--- config.mk ---
export PLATFORM = sky130hd
export DESIGN_NAME = rtc_scheduler
export DESIGN_NICKNAME = d
export VERILOG_FILES = /design/src/rtl/rtc_pkg.sv /design/src/rtl/rtc_addr_rom.sv /design/src/rtl/rtc_scheduler.sv
export SDC_FILE = /design/constraint.sdc
export NUM_CORES = 1
export LEC_CHECK = 0
export ABC_CLOCK_PERIOD_IN_PS = 4600
export CAP_MARGIN = 40
export CORE_AREA = 2 2 99 101
export CTS_BUF_LIST = sky130_fd_sc_hd__clkbuf_16
export CTS_CLUSTER_SIZE = 30
export DETAILED_ROUTE_END_ITERATION = 16
export DIE_AREA = 0 0 101 103
export GPL_TIMING_DRIVEN = 0
export PLACE_DENSITY = 0.79
export SYNTH_ARGS = -nofsm -noshare
export SYNTH_HDL_FRONTEND = slang
export SYNTH_HIERARCHICAL = 1
export SYNTH_SLANG_ARGS = --single-unit
--- constraint.sdc ---
create_clock -name clk -period 4.6 [get_ports clk]
set_clock_uncertainty 0.05 [all_clocks]
set_input_delay 0.92 -clock clk [delete_from_list [all_inputs] [get_ports clk]]
set_output_delay 0.92 -clock clk [all_outputs]
set_load 0.02 [all_outputs]
--- src/rtl/rtc_pkg.sv ---
// Shared definitions for the RTC transaction scheduler.
//   state_e   : scheduler FSM states
//   op_e      : kind of operation in flight (three write requesters + read sweep)
//   ADDR_*    : first RTC register address of each 3-byte group
//   SWEEP_LEN : number of reads per automatic sweep
// Build option: define RTC_CRONO_EN to include the chronometer group
// (0x41..0x43) in the sweep and enable the chronometer write requester.
package rtc_pkg;

  typedef enum logic [1:0] {
    ST_IDLE,
    ST_ISSUE,
    ST_WAIT,
    ST_NEXT
  } state_e;

  typedef enum logic [1:0] {
    OP_HORA,
    OP_FECHA,
    OP_CRONO,
    OP_READ
  } op_e;

  localparam logic [7:0] ADDR_HORA  = 8'h21;
  localparam logic [7:0] ADDR_FECHA = 8'h24;
  localparam logic [7:0] ADDR_CRONO = 8'h41;

  // Bytes per write burst, and reads covering the time+date groups.
  localparam int unsigned WRITE_LEN = 3;
  localparam int unsigned HF_LEN    = 6;

`ifdef RTC_CRONO_EN
  localparam int unsigned SWEEP_LEN = 9;
`else
  localparam int unsigned SWEEP_LEN = 6;
`endif

endpackage

--- src/rtl/rtc_addr_rom.sv ---
// Address / write-byte selection for the RTC scheduler.
// Ports:
//   op_i   : operation kind
//   idx_i  : byte index within a write burst (0..2) or sweep index (0..8)
//   data_i : captured 24-bit BCD data {byte2,byte1,byte0}
//   addr_o : RTC register address for this step
//   data_o : write byte for this step (byte idx_i of data_i)
module rtc_addr_rom
  import rtc_pkg::*;
(
  input  op_e         op_i,
  input  logic [3:0]  idx_i,
  input  logic [23:0] data_i,
  output logic [7:0]  addr_o,
  output logic [7:0]  data_o
);

  always_comb begin
    addr_o = '0;
    case (op_i)
      OP_HORA:  addr_o = ADDR_HORA  + {6'd0, idx_i[1:0]};
      OP_FECHA: addr_o = ADDR_FECHA + {6'd0, idx_i[1:0]};
      OP_CRONO: addr_o = ADDR_CRONO + {6'd0, idx_i[1:0]};
      // Sweep: time+date registers are contiguous, chronometer group follows.
      OP_READ:  addr_o = (idx_i < 4'(HF_LEN)) ? ADDR_HORA + {4'd0, idx_i}
                                              : ADDR_CRONO + {4'd0, 4'(idx_i - 4'(HF_LEN))};
      default:  addr_o = '0;
    endcase
  end

  always_comb begin
    data_o = '0;
    case (idx_i[1:0])
      2'd0:    data_o = data_i[7:0];
      2'd1:    data_o = data_i[15:8];
      2'd2:    data_o = data_i[23:16];
      default: data_o = '0;
    endcase
  end

endmodule

--- src/rtl/rtc_scheduler.sv ---
// RTC transaction scheduler: arbitrates time/date/chronometer write requests
// and a periodic read sweep, issuing one register transaction at a time to
// the RTC protocol engine (inicio -> ... -> fin handshake).
// Ports:
//   clk, rst_n                         : clock, async active-low reset
//   camb_hora/camb_fecha/camb_crono    : write-request pulses
//   hora_in/fecha_in/crono_in          : 24-bit BCD data, sampled at grant
//   fin                                : transaction-done pulse from engine
//   inicio                             : one-cycle transaction start
//   IndicadorMaquina                   : 1 = write, 0 = read
//   address, DATA_WRITE                : register address / write byte
//   contador2, captura                 : sweep index / read-byte-valid pulse
//   ocupado, err_timeout               : busy / sticky timeout flag
// Build option: RTC_CRONO_EN enables the chronometer requester and extends
// the sweep to 0x41..0x43; without it camb_crono and crono_in are ignored.
module rtc_scheduler
  import rtc_pkg::*;
#(
  parameter int unsigned REFRESH_CYCLES = 100000,
  parameter int unsigned TIMEOUT_CYCLES = 255
) (
  input  logic        clk,
  input  logic        rst_n,
  input  logic        camb_hora,
  input  logic        camb_fecha,
  input  logic        camb_crono,
  input  logic [23:0] hora_in,
  input  logic [23:0] fecha_in,
  input  logic [23:0] crono_in,
  input  logic        fin,
  output logic        inicio,
  output logic        IndicadorMaquina,
  output logic [7:0]  address,
  output logic [7:0]  DATA_WRITE,
  output logic [3:0]  contador2,
  output logic        captura,
  output logic        ocupado,
  output logic        err_timeout
);

  localparam int unsigned RW = $clog2(REFRESH_CYCLES + 1);
  localparam int unsigned TW = $clog2(TIMEOUT_CYCLES + 1);

  state_e        state_q, state_d;
  op_e           op_q, op_d;
  logic [3:0]    idx_q, idx_d;
  logic [23:0]   data_q, data_d;
  logic          pend_hora_q, pend_hora_d;
  logic          pend_fecha_q, pend_fecha_d;
  logic          pend_crono_q, pend_crono_d;
  logic          sweep_due_q, sweep_due_d;
  logic [RW-1:0] idle_cnt_q, idle_cnt_d;
  logic [TW-1:0] tmo_q, tmo_d;
  logic          err_q, err_d;
  logic          cap_q, cap_d;
  logic [7:0]    addr_q, addr_d;
  logic [7:0]    dw_q, dw_d;
  logic          wr_q, wr_d;
  logic [3:0]    cnt2_q, cnt2_d;
  logic [3:0]    last_idx;
  logic [7:0]    rom_addr, rom_data;
  logic          crono_req;
  logic [23:0]   crono_data;

`ifdef RTC_CRONO_EN
  assign crono_req  = camb_crono;
  assign crono_data = crono_in;
`else
  logic unused_crono;
  assign crono_req    = 1'b0;
  assign crono_data   = '0;
  assign unused_crono = ^{camb_crono, crono_in};
`endif

  assign last_idx = (op_q == OP_READ) ? 4'(SWEEP_LEN - 1) : 4'(WRITE_LEN - 1);

  always_ff @(posedge clk or negedge rst_n) begin
    if (!rst_n) state_q <= ST_IDLE;
    else        state_q <= state_d;
  end

  always_comb begin
    state_d      = state_q;
    op_d         = op_q;
    idx_d        = idx_q;
    data_d       = data_q;
    // Requests latch at any time; a pulse while already pending is absorbed.
    pend_hora_d  = pend_hora_q  | camb_hora;
    pend_fecha_d = pend_fecha_q | camb_fecha;
    pend_crono_d = pend_crono_q | crono_req;
    sweep_due_d  = sweep_due_q;
    idle_cnt_d   = idle_cnt_q;
    tmo_d        = tmo_q;
    err_d        = err_q;
    cap_d        = 1'b0;

    case (state_q)
      ST_IDLE: begin
        if (!sweep_due_q) begin
          if (idle_cnt_q == RW'(REFRESH_CYCLES - 1)) sweep_due_d = 1'b1;
          else                                       idle_cnt_d  = idle_cnt_q + RW'(1);
        end
        if (pend_hora_q) begin
          op_d = OP_HORA;  data_d = hora_in;    pend_hora_d  = 1'b0;
          idx_d = '0;      state_d = ST_ISSUE;
        end else if (pend_fecha_q) begin
          op_d = OP_FECHA; data_d = fecha_in;   pend_fecha_d = 1'b0;
          idx_d = '0;      state_d = ST_ISSUE;
        end else if (pend_crono_q) begin
          op_d = OP_CRONO; data_d = crono_data; pend_crono_d = 1'b0;
          idx_d = '0;      state_d = ST_ISSUE;
        end else if (sweep_due_q) begin
          op_d = OP_READ;  sweep_due_d = 1'b0;  idle_cnt_d   = '0;
          idx_d = '0;      state_d = ST_ISSUE;
        end
      end
      ST_ISSUE: begin
        state_d = ST_WAIT;
        tmo_d   = '0;
      end
      ST_WAIT: begin
        if (fin) begin
          state_d = ST_NEXT;
          cap_d   = (op_q == OP_READ);
        end else if (tmo_q == TW'(TIMEOUT_CYCLES - 1)) begin
          state_d = ST_IDLE;
          err_d   = 1'b1;
        end else begin
          tmo_d = tmo_q + TW'(1);
        end
      end
      ST_NEXT: begin
        if (idx_q == last_idx) begin
          state_d = ST_IDLE;
        end else begin
          idx_d   = idx_q + 4'd1;
          state_d = ST_ISSUE;
        end
      end
      default: state_d = ST_IDLE;
    endcase
  end

  // The ROM looks up the step about to be issued, so address/data are
  // registered on entry to ISSUE and then hold until the next ISSUE.
  rtc_addr_rom u_rom (
    .op_i   (op_d),
    .idx_i  (idx_d),
    .data_i (data_d),
    .addr_o (rom_addr),
    .data_o (rom_data)
  );

  always_comb begin
    addr_d = addr_q;
    dw_d   = dw_q;
    wr_d   = wr_q;
    cnt2_d = cnt2_q;
    if (state_d == ST_ISSUE) begin
      addr_d = rom_addr;
      wr_d   = (op_d != OP_READ);
      if (op_d == OP_READ) cnt2_d = idx_d;
      else                 dw_d   = rom_data;
    end
  end

  always_ff @(posedge clk or negedge rst_n) begin
    if (!rst_n) begin
      op_q         <= OP_READ;
      idx_q        <= '0;
      data_q       <= '0;
      pend_hora_q  <= 1'b0;
      pend_fecha_q <= 1'b0;
      pend_crono_q <= 1'b0;
      sweep_due_q  <= 1'b0;
      idle_cnt_q   <= '0;
      tmo_q        <= '0;
      err_q        <= 1'b0;
      cap_q        <= 1'b0;
      addr_q       <= '0;
      dw_q         <= '0;
      wr_q         <= 1'b0;
      cnt2_q       <= '0;
    end else begin
      op_q         <= op_d;
      idx_q        <= idx_d;
      data_q       <= data_d;
      pend_hora_q  <= pend_hora_d;
      pend_fecha_q <= pend_fecha_d;
      pend_crono_q <= pend_crono_d;
      sweep_due_q  <= sweep_due_d;
      idle_cnt_q   <= idle_cnt_d;
      tmo_q        <= tmo_d;
      err_q        <= err_d;
      cap_q        <= cap_d;
      addr_q       <= addr_d;
      dw_q         <= dw_d;
      wr_q         <= wr_d;
      cnt2_q       <= cnt2_d;
    end
  end

  assign inicio           = (state_q == ST_ISSUE);
  assign ocupado          = (state_q != ST_IDLE);
  assign IndicadorMaquina = wr_q;
  assign address          = addr_q;
  assign DATA_WRITE       = dw_q;
  assign contador2        = cnt2_q;
  assign captura          = cap_q;
  assign err_timeout      = err_q;

endmodule

# ---- Word level (Yosys, flattened, before mapping)
# Cells that the tools add are included.
dict set report word_totals {
  regBits 83
  inputBits 78
  out_inout_bits 25
}
dict set report classes {
  n_addsub 9
  order_cmp 1
  eq_ne 16
  muxes 43
  bitwise 4
  n_reduce_logical 9
}
# operator count
set op_table {}
lappend op_table {{17-bit 2-to-1 mux} 5}
lappend op_table {{24-bit 2-to-1 mux} 3}
lappend op_table {{8-bit one-hot mux with 4 select lines} 1}
lappend op_table {{8-bit 2-to-1 mux} 3}
lappend op_table {{8-bit one-hot mux with 3 select lines} 1}
lappend op_table {{2-bit 2-to-1 mux} 9}
lappend op_table {{17-bit by 1-bit adder with 17-bit output, second input constant} 1}
lappend op_table {{17-bit == test, second input constant} 1}
lappend op_table {{4-bit 2-to-1 mux} 4}
lappend op_table {{8-bit one-hot mux with 2 select lines} 1}
lappend op_table {{6-bit by 2-bit adder with 7-bit output, first input constant} 2}
lappend op_table {{1-bit 2-to-1 mux} 13}
lappend op_table {{2-bit == test, second input constant} 6}
lappend op_table {{7-bit by 2-bit adder with 8-bit output, first input constant} 1}
lappend op_table {{7-bit by 4-bit adder with 8-bit output, first input constant} 1}
lappend op_table {{8-bit by 1-bit adder with 8-bit output, second input constant} 1}
lappend op_table {{2-bit by 1-bit == test with 1-bit output, second input constant} 4}
lappend op_table {{8-bit == test, second input constant} 1}
lappend op_table {{2-bit one-hot mux with 4 select lines} 1}
lappend op_table {{4-bit one-hot mux with 2 select lines} 1}
lappend op_table {{6-bit by 4-bit adder with 7-bit output, first input constant} 1}
lappend op_table {{2-bit logical NOT} 3}
lappend op_table {{2-bit inequality test, second input constant} 3}
lappend op_table {{3-bit AND reduction} 2}
lappend op_table {{9 further kinds} 13}

# ---- Logic depth before layout (Yosys ltp)
dict set report depth {
  ltp_word 9
  ltp_mapped 15
  depth_no_buf 15
}

# ---- Modules after synthesis
# The synthesis kept the hierarchy.
# module instances cells_each area_per_inst_um2 seq_area_each_um2
set modules_own_cells {}
lappend modules_own_cells {rtc_scheduler 1 405 4139.0 2079.5}
lappend modules_own_cells {rtc_addr_rom 1 57 426.7 0.0}

# ---- Worst setup path after synthesis
# No wires, ideal clock.
dict set report synth_timing {
  path_kind {register to register}
  start {reg op_q[0]}
  end {reg addr_q[4] (netlist: address[4])}
  setup_time_ps 125
  arrival_ps 3125
  t_required_ps 4425
  path_slack_ps 1300
  stages_incl_launch_ff 13
  path_buffers 0
  synth_period_minus_slack_ps 3300
  cell_sequence {dfstp_2 -> nand2_1 -> and3_1 -> o21ai_1 -> nand2_1 -> o21ai_0 -> and2b_1 -> or2_1 -> ha_1 -> and3_1 -> o221a_4 -> nor2b_1 -> mux2_4}
}
dict set report synth_between {
  elab_chain_cells 9
}
# element line
set synth_rtl {}
lappend synth_rtl {{start, declared} rtc_scheduler.sv:45} ;# op_e op_q, op_d;
lappend synth_rtl {{start signal, assigned} rtc_scheduler.sv:185} ;# op_q <= op_d;
lappend synth_rtl {{2-bit == test *} rtc_scheduler.sv:75} ;# assign last_idx = (op_q == OP_READ) ? 4'(SWEEP_LEN - 1) : 4'(WRITE_LEN - 1);
lappend synth_rtl {{3-bit 2-to-1 mux *} rtc_scheduler.sv:75}
lappend synth_rtl {{4-bit by 3-bit == test with 1-bit output *} rtc_scheduler.sv:133} ;# if (idx_q == last_idx) begin
lappend synth_rtl {{4-bit 2-to-1 mux *} rtc_scheduler.sv:133}
lappend synth_rtl {{4-bit one-hot mux with 2 select lines *} rtc_scheduler.sv:97} ;# case (state_q)
lappend synth_rtl {{named net idx_d[1]} rtc_scheduler.sv:46} ;# logic [3:0] idx_q, idx_d;
lappend synth_rtl {{4-bit by 3-bit subtractor with 4-bit output} rtc_addr_rom.sv:26} ;# : ADDR_CRONO + {4'd0, 4'(idx_i - 4'(HF_LEN))};
lappend synth_rtl {{7-bit by 4-bit adder with 8-bit output} rtc_addr_rom.sv:26}
lappend synth_rtl {{8-bit 2-to-1 mux} rtc_addr_rom.sv:25} ;# OP_READ: addr_o = (idx_i < 4'(HF_LEN)) ? ADDR_HORA + {4'd0, idx_i}
lappend synth_rtl {{8-bit one-hot mux with 4 select lines *} rtc_addr_rom.sv:20} ;# case (op_i)
lappend synth_rtl {{named net rom_addr[4]} rtc_scheduler.sv:61} ;# logic [7:0] rom_addr, rom_data;
lappend synth_rtl {{end signal, assigned} rtc_scheduler.sv:196} ;# addr_q <= addr_d;
lappend synth_rtl {{end, declared} rtc_scheduler.sv:56} ;# logic [7:0] addr_q, addr_d;
# The timed path passes the listed nets; every way through them passes the cells marked *.
# A chain may end at the register's enable or synchronous reset.

# ---- Worst setup path in the final report
dict set report layout_timing {
  start {reg state_q[0]}
  end {reg addr_q[4] (netlist: address[4])}
}
dict set report layout_between {
  elab_chain_cells 6
}
# element line
set layout_rtl {}
lappend layout_rtl {{start, declared} rtc_scheduler.sv:44} ;# state_e state_q, state_d;
lappend layout_rtl {{start signal, assigned} rtc_scheduler.sv:79} ;# else state_q <= state_d;
lappend layout_rtl {{2-bit == test or 2-bit logical NOT (tied branches)} rtc_scheduler.sv:97}
lappend layout_rtl {{4-bit one-hot mux with 2 select lines *} rtc_scheduler.sv:97}
lappend layout_rtl {{named net idx_d[2]} rtc_scheduler.sv:46}
lappend layout_rtl {{4-bit by 3-bit subtractor with 4-bit output} rtc_addr_rom.sv:26}
lappend layout_rtl {{7-bit by 4-bit adder with 8-bit output} rtc_addr_rom.sv:26}
lappend layout_rtl {{8-bit 2-to-1 mux *} rtc_addr_rom.sv:25}
lappend layout_rtl {{8-bit one-hot mux with 4 select lines *} rtc_addr_rom.sv:20}
lappend layout_rtl {{named net rom_addr[4]} rtc_scheduler.sv:61}
# Marks and branches as above.

==> summary.txt <==
CTS Buffer Depth - 2
status - finished, final reports clean
Avg Cell Area, Syn - 9.88 µm²
crit path from - state_q[0]
setup repair bufs after CTS - 0
Root Driver - clkbuf_16
Worst EP required - 4.77 ns
hold_ws - 0.463 ns
number of I/O port buffers - 77
Filler Cell Count - 793
worst-path cell chain - inv_1 -> ha_1 -> nor2b_1 -> and2_1 -> or2_2 -> nor3b_1 -> nor3_1 -> nor3_1 -> or2_1 -> ha_1 -> and3_1 -> o221a_4 -> nor2b_1 -> mux2_4
Die Y - 103 µm
final worst-path cycle share - 0.785
die area - 10,400 µm²
routing usage on met1 - 0.306
# IOs - 103
drt total wl - 12,000 µm
CP Class - flop to flop
GRT Util Overall - 0.242
worst-skew pair later-pin latency - 0.33 ns
first-pass GRT wire length - 19,800 µm
internal power - 2240 µW
post-route insts no fill - 671
post-CTS resize count - 0
leading cell type in the layout, fill and taps excluded - dfrtp_1
Sw Pwr - 1570 µW
Vias - 4,127
final setup fails - 0
Final ANT Viol Nets - 0
Synth Flop Type - dfrtp_1
DRC - 0
Crit-path slowest cell - nor3_1
Seq cells post-synth - 83
Initial DRT Pass Iterations - 8
Seq/Total Area, Yosys - 0.455
WP data arrival - 3.78 ns
VDD IR max - 365 µV
met2 global-route usage - 0.423
Placed Area - 5510 µm²
Die Wd - 101 µm
largest net degree at the start of global routing - 51
core area - 9460 µm²
initial antenna violation count - 0
placed cell count - 655
Worst-path clk slew - 0.06 ns
clock period minus worst slack - 3.61 ns
Hold Crit Class - flop to flop
fin util - 0.616
Fin. Hold Viols - 0
CTS tree - yes
Clock Power Share - 0.200
CP max FO - 8
Slew headroom - 0.426
Seq pwr share - 0.287
Worst Setup Slack, final - 0.989 ns
Num CTS Buffers - 9
DR iter-0 viols - 296
fmax - 277 MHz
synthesis-to-finish area growth - 27.6%
H-tree depth - 3
remaining global-route overflow - 0
crit path launch type - flop
Synth area leader - dfrtp_1
max-slew violations - 0
pre-CTS setup slack - 1.09 ns
Cells after Synth - 462
reg-to-reg critical path startpoint - state_q[0]
diode count - 0
max cap viols - 0
vias in the first global route - 4,228
RD Place Congestion - 0.966
area share of the largest cell type after synthesis - 0.444
routing usage on met3 - 0.0373
WL/cell - 17.9 µm
Area contributors post-synth - dfrtp_1 (44%), o21ai_0 (5.0%), nand3b_1 (4.4%)
vias per cell - 6.15
P_leak - 0.00239 µW
number of synthesized flops with an enable pin - 0
post-route cell area - 5830 µm²
Comb power frac - 0.513
critical path endpoint category - flop
synthesis warning total - 6
number of distinct library cells after synthesis - 63
GR peak layer - met2
DP HPWL - 8630 µm
commonest non-fill, non-tap cells in the layout - dfrtp_1 (81), clkdlybuf4s50_1 (76), o21ai_0 (46)
cts hold-fix bufs - 0
Initial Util - 0.483
Switching Fraction - 0.412
final net count - 644
share of layout cells above drive strength 1 - 0.110
Async S/R FF share, synth - 1.00
Cell Area, Synth - 4570 µm²
PwrDens - 655 nW/µm²
Worst-Margin Slew - 0.854 ns
RSZ-0062 raised after global routing - false
Max stage delay on crit path - 0.69 ns
row count - 36
synthesized net count - 554
total clock sinks - 83
hold_sp - address[7]
[final timing paths]
check | endpoint | slack (ns) | cells after the start
worst max-delay path | address[4] | 0.99 | 14
worst min-delay path | address[7] | 0.46 | 1
worst max register to register | address[4] | 0.99 | 14
worst min register to register | address[7] | 0.46 | 1
max in group asynchronous | op_q[1] | 3.34 | 2
min in group asynchronous | idle_cnt_q[2] | 0.49 | 1
[kinds of logic (layout without fill, tap and decap cells)]
kind of cell	count (synthesis)	in the layout	share of synthesized area
and+or+nand+nor	153	153	0.195
AOI/OAI and AO/OA	142	142	0.195
DFF	83	83	0.455
buffers and inverters	37	132	0.0354
muxes	24	24	0.0652
adders and majority gates	14	14	0.0384
xor gates and xnor gates	8	8	0.0153
other	1	1	0.000821
[registers in the layout, summed over array words and instances (netlist names)]
signal	count
IndicadorMaquina	1
contador2	4
idle_cnt_q	17
err_timeout	1
state_q	2
address	8
tmo_q	8
DATA_WRITE	8
op_q	2
sweep_due_q	1
data_q	24
idx_q	4
captura	1
pend_hora_q	1
pend_fecha_q	1
[area by class of cell]
type	count	area (µm²)	area share
Buffer	27	124	0.0213
Clock buffer	9	225	0.0387
Clock inverter	7	92.6	0.0159
Inverter	10	37.5	0.00644
Multi-Input combinational cell	342	2320	0.399
Sequential cell	83	2080	0.357
Tap cell	114	143	0.0245
Timing Repair Buffer	79	801	0.137
[through the flow]
stage                     power (µW)  setup TNS (ns)
final                           3820               0
after global routing            4070               0
after CTS                       3800               0
after detailed placement        3020               0
after global placement          2940          -34.03
after floorplan                 2430               0
[per-layer routing]
layer  vias up  wire length (µm)
li1       1900                 -
met3        22               853
met4         0               236
met1      2023              4910
met2       182              5990
met5         -                 0
[worst max-delay path, delay by kind of cell (launching register included)]
kind | cells | cell delay, ns
adders and majority gates | 2 | 0.37
buffers and inverters | 1 | 0.12
DFF | 1 | 0.41
AOI/OAI and AO/OA | 1 | 0.12
muxes | 1 | 0.26
and+or+nand+nor | 9 | 2.19
[power groups by stage]
| stage | Sequential [µW] | Combinational, µW | Clock [µW] |
|---|---|---|---|
| global route | 1120 | 2140 | 811 |
| detailed placement | 1100 | 1920 | 0 |
| floorplan | 1140 | 1290 | 0 |
| CTS | 1090 | 1940 | 775 |
| global placement | 1090 | 1850 | 0 |
| finish | 1100 | 1960 | 763 |
[synth_stat cells (4+ instances only)]
cell and count:
nand3b_1 27, o22ai_1 25, a222oi_1 8, mux2_4 8
ha_1 14, o21ai_0 46, and2_1 6, buf_1 5
xnor2_1 5, dfrtp_1 81, nand4_1 11, nand3_1 12
nor2_1 34, and4_1 4, a21oi_1 38, and3_1 8
mux2_2 14, nor2b_1 4, clkbuf_1 16, inv_1 8
nor3_1 4, nand2_1 23
(Power assumes the default switching activity.)
